**config.mk**
```make
export PLATFORM = sky130hd
export DESIGN_NAME = fifo_write_arbiter_flat
export DESIGN_NICKNAME = d
export VERILOG_FILES = /design/src/rtl/fifo_write_arbiter_pkg.sv /design/src/rtl/fifo_write_arbiter_if.sv /design/src/rtl/fifo_write_arbiter_pick.sv /design/src/rtl/fifo_write_arbiter.sv /design/src/flat_wrapper.sv
export SDC_FILE = /design/constraint.sdc
export NUM_CORES = 1
export LEC_CHECK = 0
export BUFFER_PORTS_ARGS = -buffer_cell sky130_fd_sc_hd__buf_4
export CORE_MARGIN = 2
export CORE_UTILIZATION = 50
export CTS_CLUSTER_SIZE = 12
export DETAILED_ROUTE_END_ITERATION = 8
export MAX_ROUTING_LAYER = met4
export PLACE_DENSITY = 0.85
export SETUP_SLACK_MARGIN = 0.2
export SLEW_MARGIN = 15
export SYNTH_ARGS = -nofsm -noshare
export SYNTH_HDL_FRONTEND = slang
export SYNTH_SLANG_ARGS = --single-unit
```
**constraint.sdc**
```tcl
create_clock -name clk -period 6.8 [get_ports clk]
set_clock_uncertainty 0.05 [all_clocks]
set_input_delay 0.34 -clock clk [delete_from_list [all_inputs] [get_ports clk]]
set_output_delay 0.34 -clock clk [all_outputs]
set_load 0.01 [all_outputs]
```
**src/rtl/fifo_write_arbiter_pkg.sv**
```systemverilog
// Shared types and helpers for the FIFO write-port arbiter.
// Package fifo_arb_pkg: arbiter state enum and the rotating pick function.
package fifo_arb_pkg;

   localparam int unsigned MAX_NREQ  = 16;
   localparam int unsigned MAX_IDX_W = 4;

   typedef enum logic {
      IDLE   = 1'b0,
      LOCKED = 1'b1
   } arb_state_t;

   typedef struct packed {
      logic                 found;
      logic [MAX_IDX_W-1:0] idx;
   } pick_t;

   // First asserted bit of valid, searching ptr, ptr+1, ... and wrapping at nreq-1.
   function automatic pick_t rr_pick(input logic [MAX_NREQ-1:0]  valid,
                                     input logic [MAX_IDX_W-1:0] ptr,
                                     input int unsigned          nreq);
      pick_t       r;
      int unsigned cand;
      r = '0;
      for (int unsigned k = 0; k < MAX_NREQ; k++) begin
         cand = 32'(ptr) + k;
         if (cand >= nreq) cand = cand - nreq;
         if (k < nreq && !r.found && valid[cand[MAX_IDX_W-1:0]]) begin
            r.found = 1'b1;
            r.idx   = cand[MAX_IDX_W-1:0];
         end
      end
      return r;
   endfunction

endpackage

```
**src/rtl/fifo_write_arbiter_if.sv**
```systemverilog
// Producer-side and FIFO-write-side signals of the arbiter.
// master: the environment (producers plus the FIFO full flag); slave: the arbiter.
interface fifo_write_arbiter_if #(
   parameter int WIDTH = 8,
   parameter int NREQ  = 4
);
   logic [NREQ-1:0]       req_valid;
   logic [NREQ-1:0]       req_last;
   logic [NREQ*WIDTH-1:0] req_data;
   logic [NREQ-1:0]       req_ready;
   logic                  fifo_full;
   logic                  fifo_shift_in;
   logic [WIDTH-1:0]      fifo_wdata;

   modport master (
      output req_valid, req_last, req_data, fifo_full,
      input  req_ready, fifo_shift_in, fifo_wdata
   );

   modport slave (
      input  req_valid, req_last, req_data, fifo_full,
      output req_ready, fifo_shift_in, fifo_wdata
   );
endinterface

```
**src/rtl/fifo_write_arbiter_pick.sv**
```systemverilog
// Rotating priority encoder: lowest-distance valid requester from ptr.
module rr_priority_pick
   import fifo_arb_pkg::*;
#(
   parameter int NREQ  = 4,
   parameter int IDX_W = $clog2(NREQ)
) (
   input  logic [NREQ-1:0]  valid,
   input  logic [IDX_W-1:0] ptr,
   output logic             found,
   output logic [IDX_W-1:0] idx
);

   logic [MAX_NREQ-1:0]  valid_ext;
   logic [MAX_IDX_W-1:0] ptr_ext;
   pick_t                pick;

   // Widen to the package's fixed width, pick, and narrow the index back.
   always_comb begin
      valid_ext             = '0;
      valid_ext[NREQ-1:0]   = valid;
      ptr_ext               = '0;
      ptr_ext[IDX_W-1:0]    = ptr;
      pick                  = rr_pick(valid_ext, ptr_ext, int'(NREQ));
      found                 = pick.found;
      idx                   = pick.idx[IDX_W-1:0];
   end

endmodule

```
**src/rtl/fifo_write_arbiter.sv**
```systemverilog
// Round-robin arbiter sharing one FIFO write port among NREQ producers,
// with packet lock so multi-word packets are never interleaved.
// Optional macro ARB_TIMEOUT_EN: force-release a lock whose owner stays idle
// for TIMEOUT cycles and pulse timeout_err.
module fifo_write_arbiter
   import fifo_arb_pkg::*;
#(
   parameter  int WIDTH   = 8,
   parameter  int NREQ    = 4,
   parameter  int TIMEOUT = 16,
   localparam int IDX_W   = $clog2(NREQ)
) (
   input  logic                 clk,
   input  logic                 res_n,
   fifo_write_arbiter_if.slave  bus,
   output logic                 locked,
   output logic [IDX_W-1:0]     lock_id,
   output logic                 timeout_err
);

   if (NREQ < 2 || NREQ > int'(MAX_NREQ)) begin : g_bad_nreq
      $error("fifo_write_arbiter: NREQ must be 2..16");
   end
   if (TIMEOUT < 1) begin : g_bad_timeout
      $error("fifo_write_arbiter: TIMEOUT must be at least 1");
   end

   arb_state_t       state, state_nxt;
   logic [IDX_W-1:0] rr_ptr, rr_nxt, lock_nxt;
   logic [IDX_W-1:0] pick_idx, grant_idx;
   logic             pick_found, grant_vld, grant_last;

   function automatic logic [IDX_W-1:0] next_idx(input logic [IDX_W-1:0] i);
      return (i == IDX_W'(NREQ - 1)) ? '0 : i + 1'b1;
   endfunction

   rr_priority_pick #(
      .NREQ  (NREQ),
      .IDX_W (IDX_W)
   ) u_pick (
      .valid (bus.req_valid),
      .ptr   (rr_ptr),
      .found (pick_found),
      .idx   (pick_idx)
   );

   // Grant: round-robin pick when idle, owner only when locked; nothing while full or in reset.
   always_comb begin
      grant_vld = 1'b0;
      grant_idx = rr_ptr;
      if (res_n && !bus.fifo_full) begin
         if (state == IDLE) begin
            grant_vld = pick_found;
            grant_idx = pick_idx;
         end else begin
            grant_vld = bus.req_valid[lock_id];
            grant_idx = lock_id;
         end
      end
   end

   assign grant_last        = bus.req_last[grant_idx];
   assign bus.fifo_shift_in = grant_vld;
   assign locked            = (state == LOCKED);

   // Steer the granted producer onto the FIFO write port; zero data when idle.
   always_comb begin
      bus.req_ready  = '0;
      bus.fifo_wdata = '0;
      for (int i = 0; i < NREQ; i++) begin
         if (grant_vld && grant_idx == IDX_W'(i)) begin
            bus.req_ready[i] = 1'b1;
            bus.fifo_wdata   = bus.req_data[i*WIDTH +: WIDTH];
         end
      end
   end

`ifdef ARB_TIMEOUT_EN
   localparam int TMO_W = $clog2(TIMEOUT + 1);

   logic [TMO_W-1:0] tmo_cnt, tmo_nxt;
   logic             tmo_err_nxt;
`endif

   // Next state, rotation pointer, lock owner (and idle-owner counter when enabled).
   always_comb begin
      state_nxt   = state;
      rr_nxt      = rr_ptr;
      lock_nxt    = lock_id;
`ifdef ARB_TIMEOUT_EN
      tmo_nxt     = tmo_cnt;
      tmo_err_nxt = 1'b0;
`endif
      case (state)
         IDLE: begin
            if (grant_vld) begin
               rr_nxt = next_idx(grant_idx);
               if (!grant_last) begin
                  state_nxt = LOCKED;
                  lock_nxt  = grant_idx;
               end
            end
         end
         LOCKED: begin
            if (grant_vld) begin
`ifdef ARB_TIMEOUT_EN
               tmo_nxt = '0;
`endif
               if (grant_last) begin
                  state_nxt = IDLE;
                  rr_nxt    = next_idx(lock_id);
               end
            end
`ifdef ARB_TIMEOUT_EN
            else if (res_n && !bus.fifo_full && !bus.req_valid[lock_id]) begin
               if (tmo_cnt == TMO_W'(TIMEOUT - 1)) begin
                  state_nxt   = IDLE;
                  rr_nxt      = next_idx(lock_id);
                  tmo_nxt     = '0;
                  tmo_err_nxt = 1'b1;
               end else begin
                  tmo_nxt = tmo_cnt + 1'b1;
               end
            end
`endif
         end
         default: state_nxt = IDLE;
      endcase
   end

   // State, pointer and owner registers.
   always_ff @(posedge clk or negedge res_n) begin
      if (!res_n) begin
         state   <= IDLE;
         rr_ptr  <= '0;
         lock_id <= '0;
      end else begin
         state   <= state_nxt;
         rr_ptr  <= rr_nxt;
         lock_id <= lock_nxt;
      end
   end

`ifdef ARB_TIMEOUT_EN
   // Idle-owner counter and the one-cycle forced-release pulse.
   always_ff @(posedge clk or negedge res_n) begin
      if (!res_n) begin
         tmo_cnt     <= '0;
         timeout_err <= 1'b0;
      end else begin
         tmo_cnt     <= tmo_nxt;
         timeout_err <= tmo_err_nxt;
      end
   end
`else
   assign timeout_err = 1'b0;
`endif

endmodule

```
**src/flat_wrapper.sv**
```systemverilog
// flat-port wrapper written by rule: the top's interface ports become plain ports
module fifo_write_arbiter_flat import fifo_arb_pkg::*;
#(
   parameter  int WIDTH   = 8,
   parameter  int NREQ    = 4,
   parameter  int TIMEOUT = 16,
   localparam int IDX_W   = $clog2(NREQ)
)
  (clk, res_n, locked, lock_id, timeout_err, bus_req_valid, bus_req_last, bus_req_data, bus_fifo_full, bus_req_ready, bus_fifo_shift_in, bus_fifo_wdata);
  fifo_write_arbiter_if #(.WIDTH(WIDTH), .NREQ(NREQ)) bus_i ();
  input  logic clk;
  input  logic res_n;
  output logic locked;
  output logic [IDX_W-1:0] lock_id;
  output logic timeout_err;
  input wire logic [$bits(bus_i.req_valid)-1:0] bus_req_valid;
  input wire logic [$bits(bus_i.req_last)-1:0] bus_req_last;
  input wire logic [$bits(bus_i.req_data)-1:0] bus_req_data;
  input wire logic [$bits(bus_i.fifo_full)-1:0] bus_fifo_full;
  output wire logic [$bits(bus_i.req_ready)-1:0] bus_req_ready;
  output wire logic [$bits(bus_i.fifo_shift_in)-1:0] bus_fifo_shift_in;
  output wire logic [$bits(bus_i.fifo_wdata)-1:0] bus_fifo_wdata;
  assign bus_i.req_valid = bus_req_valid;
  assign bus_i.req_last = bus_req_last;
  assign bus_i.req_data = bus_req_data;
  assign bus_i.fifo_full = bus_fifo_full;
  assign bus_req_ready = bus_i.req_ready;
  assign bus_fifo_shift_in = bus_i.fifo_shift_in;
  assign bus_fifo_wdata = bus_i.fifo_wdata;
  fifo_write_arbiter #(.WIDTH(WIDTH), .NREQ(NREQ), .TIMEOUT(TIMEOUT)) u_core (.clk(clk), .res_n(res_n), .bus(bus_i), .locked(locked), .lock_id(lock_id), .timeout_err(timeout_err));
endmodule
```
==> impl_metrics.csv <==
group,metric,value,unit
run_status,status,"complete, no violations",
logic_synthesis,synthCells,163,
pwr,ir_worst_vdd,246,µV
clock_tree,post_cts.repair.setup_buffers,0,
layout,area_delta_synth_final,36.0,%
timing,tightest_slew,0.743,ns
detailed_routing,via_count,1435,
global_route,grt_first_pass_wirelength,5280,µm
clock_tree,clk_latency,0.24,ns
layout,fin_util,69.7,%
timing,rsz0062_at_grt,"no",
clock_tree,path_clk_slew,0.04,ns
logic_synthesis,synth_area_per_cell,7.58,µm²
logic_synthesis,synthTopCellsByCount,"nor2_1, a21oi_1, mux2i_1",
detailed_routing,ant_nets,0,
layout,fin_nets,268,
logic_synthesis,synth_area,1230,µm²
layout,seqCellArea,125,µm²
placed_design,hpwlAfterDp,2850,µm
global_route,gr-total-overflow,0,
detailed_routing,wl,3490,µm
layout,drive_above_1_share,36.3,%
worst_setup_path,worst_path_most_repeated_cell,"nor2_1",
global_route,grt_pass1_vias,1215,
clock_tree,numClockSinks,5,
timing,finalSetupViolCount,0,
timing,tns,0,ns
worst_setup_path,critical-path-slowest-cell,"dfrtp_1",
logic_synthesis,synth_ff_type,"dfrtp_1",
global_route,grt_max_degree,18,
global_route,antenna_found_initial,0,
hold_path,holdCritPathClass,"in2async",
worst_setup_path,reg2reg_depth,11,
logic_synthesis,synth_edf_count,0,
logic_synthesis,synth_area_leaders,"dfrtp_1, ha_1, mux2i_1",
layout,n_fill_cell,190,
die,fp.dieArea,2880,µm²
detailed_routing,drt-pass1-iter-count,4,
placed_design,port-buffer-count,58,
worst_setup_path,crit_fanout,16,
clock_tree,clk_path_buf_depth,2,
clock_tree,numCtsBuffers,3,
timing,finalHoldViolCount,0,
detailed_routing,drtIter0Drc,39,
logic_synthesis,syn_nets,215,
timing,fin_crit,4.74,ns
logic_synthesis,synth-seq-cells,5,
layout,multi_input_area,1010,µm²
clock_tree,htreeDepth,1,
worst_setup_path,start_kind,"flop",
worst_setup_path,endpoint_kind,"output pin",
layout,fin_area,1680,µm²
worst_setup_path,crit_arrival,4.35,ns
timing,max-slew-margin-rel,50.0,%
global_route,track_usage,25.5,%
clock_tree,post_cts_resized,0,
die,start_util,51.2,%
clock_tree,cts_tree,"built",
die,core_area,2410,µm²
logic_synthesis,async_flop_share,100,%
timing,max_freq,211,MHz
timing,slew_violations,0,
logic_synthesis,synth_top_cell_area_share,10.1,%
detailed_routing,drc_errors,0,
detailed_routing,routedWlPerCell,14.2,µm
placed_design,place_area,1640,µm²
detailed_routing,vias_per_cell,5.86,
pwr,powerDensity,403,nW/µm²
logic_synthesis,yosysMostFrequentCell,"nor2_1",
timing,min_period_over_period,69.8,%
die,die_h,53.7,µm
die,rows,18,
clock_tree,root_buffer,"clkbuf_4",
logic_synthesis,yosysUniqueCellTypes,50,
logic_synthesis,yosysWarnings,0,
placed_design,gp_congestion,0.864,
flow_run,cap_viol_max_count,0,
layout,insertedDiodeCount,0,
pwr,power,0.000676,W
die,fp.dieW,53.7,µm
logic_synthesis,synth_top_cell_by_area,"dfrtp_1",
worst_setup_path,path_class,"reg2out",
worst_setup_path,critPathMaxStageDelay,0.65,ns
worst_setup_path,critical_path_required,6.41,ns
logic_synthesis,ys_seq_area_share,10.1,%
worst_setup_path,path_cells,"inv_1 -> ha_1 -> mux2_2 -> a22oi_1 -> o211ai_1 -> a21boi_0 -> inv_1 -> ha_1 -> nor2b_1 -> a22oi_1 -> nor2_1 -> a21oi_1 -> nor2_1 -> a21oi_1 -> nor2_1 -> buf_4",
die,io_pins,60,
pwr,p_leak,0.820,nW
==> critical path, delay by kind of cell (launching register included) <==
family	cells	cell delay, ns
AOI/OAI and AO/OA	6	1.23
adders and majority gates	2	0.83
buffers and inverters	3	0.45
DFF	1	0.65
and+or+nand+nor	4	0.58
muxes	1	0.37
==> worst paths after layout <==
kind | startpoint | to | slack [ns]
max | u_core.rr_ptr[0] | bus_fifo_wdata[6] | 2.06
min | res_n | u_core.lock_id[1] | 0.39
max reg2reg | u_core.rr_ptr[0] | u_core.rr_ptr[0] | 3.07
min reg2reg | u_core.lock_id[1] | u_core.lock_id[1] | 0.56
max in group asynchronous | res_n | u_core.rr_ptr[1] | 6.19
min in group clk | u_core.lock_id[1] | u_core.lock_id[1] | 0.56
==> registers in the layout, indices dropped and copies added, names as in the netlist <==
name	cells
u_core.lock_id	2
u_core.locked	1
u_core.rr_ptr	2
==> power breakdown <==
part | switching (W) | leakage, nW | internal (W)
sequential | 0.0000437 | 0.0593 | 0.0000451
combinational | 0.000299 | 0.746 | 0.000256
clock | 0.0000112 | 0.0150 | 0.0000221
total | 0.000353 | 0.820 | 0.000323
==> through the flow <==
stage / setup WS [ns] / hold slack (ns) / instances
finish: 2.06 / 0.394 / 245
global route: 1.64 / 0.412 / 245
CTS: 2.09 / 0.401 / 245
detailed placement: 2.35 / 0.0990 / 240
global placement: 2.60 / 0.0952 / 240
floorplan: 2.98 / -0.00559 / 163
==> per-layer routing <==
layer | wire [µm] | GRT usage [%] | vias up | part of all wire, %
li1 | - | - | 706 | -
met1 | 1400 | 29.6 | 658 | 40
met2 | 1790 | 45.9 | 65 | 51
met3 | 234 | 1.67 | 6 | 6.7
met4 | 64 | 8.55 | 0 | 1.8
met5 | 0 | - | - | 0
==> area by class of cell <==
class                      instances  area share, %
clock buffer                       4           1.56
inverter                          10           2.24
multi-input combinational        137           60.0
sequential                         5           7.45
tap                               30           2.24
timing repair buffer              59           26.5
==> repair_timing <==
item / 4_1_cts / 5_1_grt
endpoints found under the setup margin: 0 / 0
endpoints found under the hold margin: 5 / 0
hold buffers: 1 / 0
==> cells in the final DEF (no fill, tap or decap), types with 2 or more instances in the layout <==
cell,n
a21boi_0,2
a21o_1,2
a21oi_1,16
a22oi_1,5
and2_1,2
and3_1,5
buf_4,58
clkbuf_4,3
dfrtp_1,5
ha_1,9
inv_1,8
mux2_1,3
mux2_2,5
mux2i_1,10
mux4_2,2
nand2_1,8
nand2b_1,2
nor2_1,23
nor2b_1,3
nor3_1,2
o211ai_1,3
o21ai_0,7
o22ai_1,2
o311ai_0,2
o32ai_1,3
==> logic make-up after synthesis <==
group,share of synthesized area [%]
buffers and inverters,8.31
DFF,10.1
and+or+nand+nor,24.8
adders and majority gates,9.12
other,0.304
muxes,19.0
AOI/OAI and AO/OA,28.3
(Power assumes the default switching activity.)
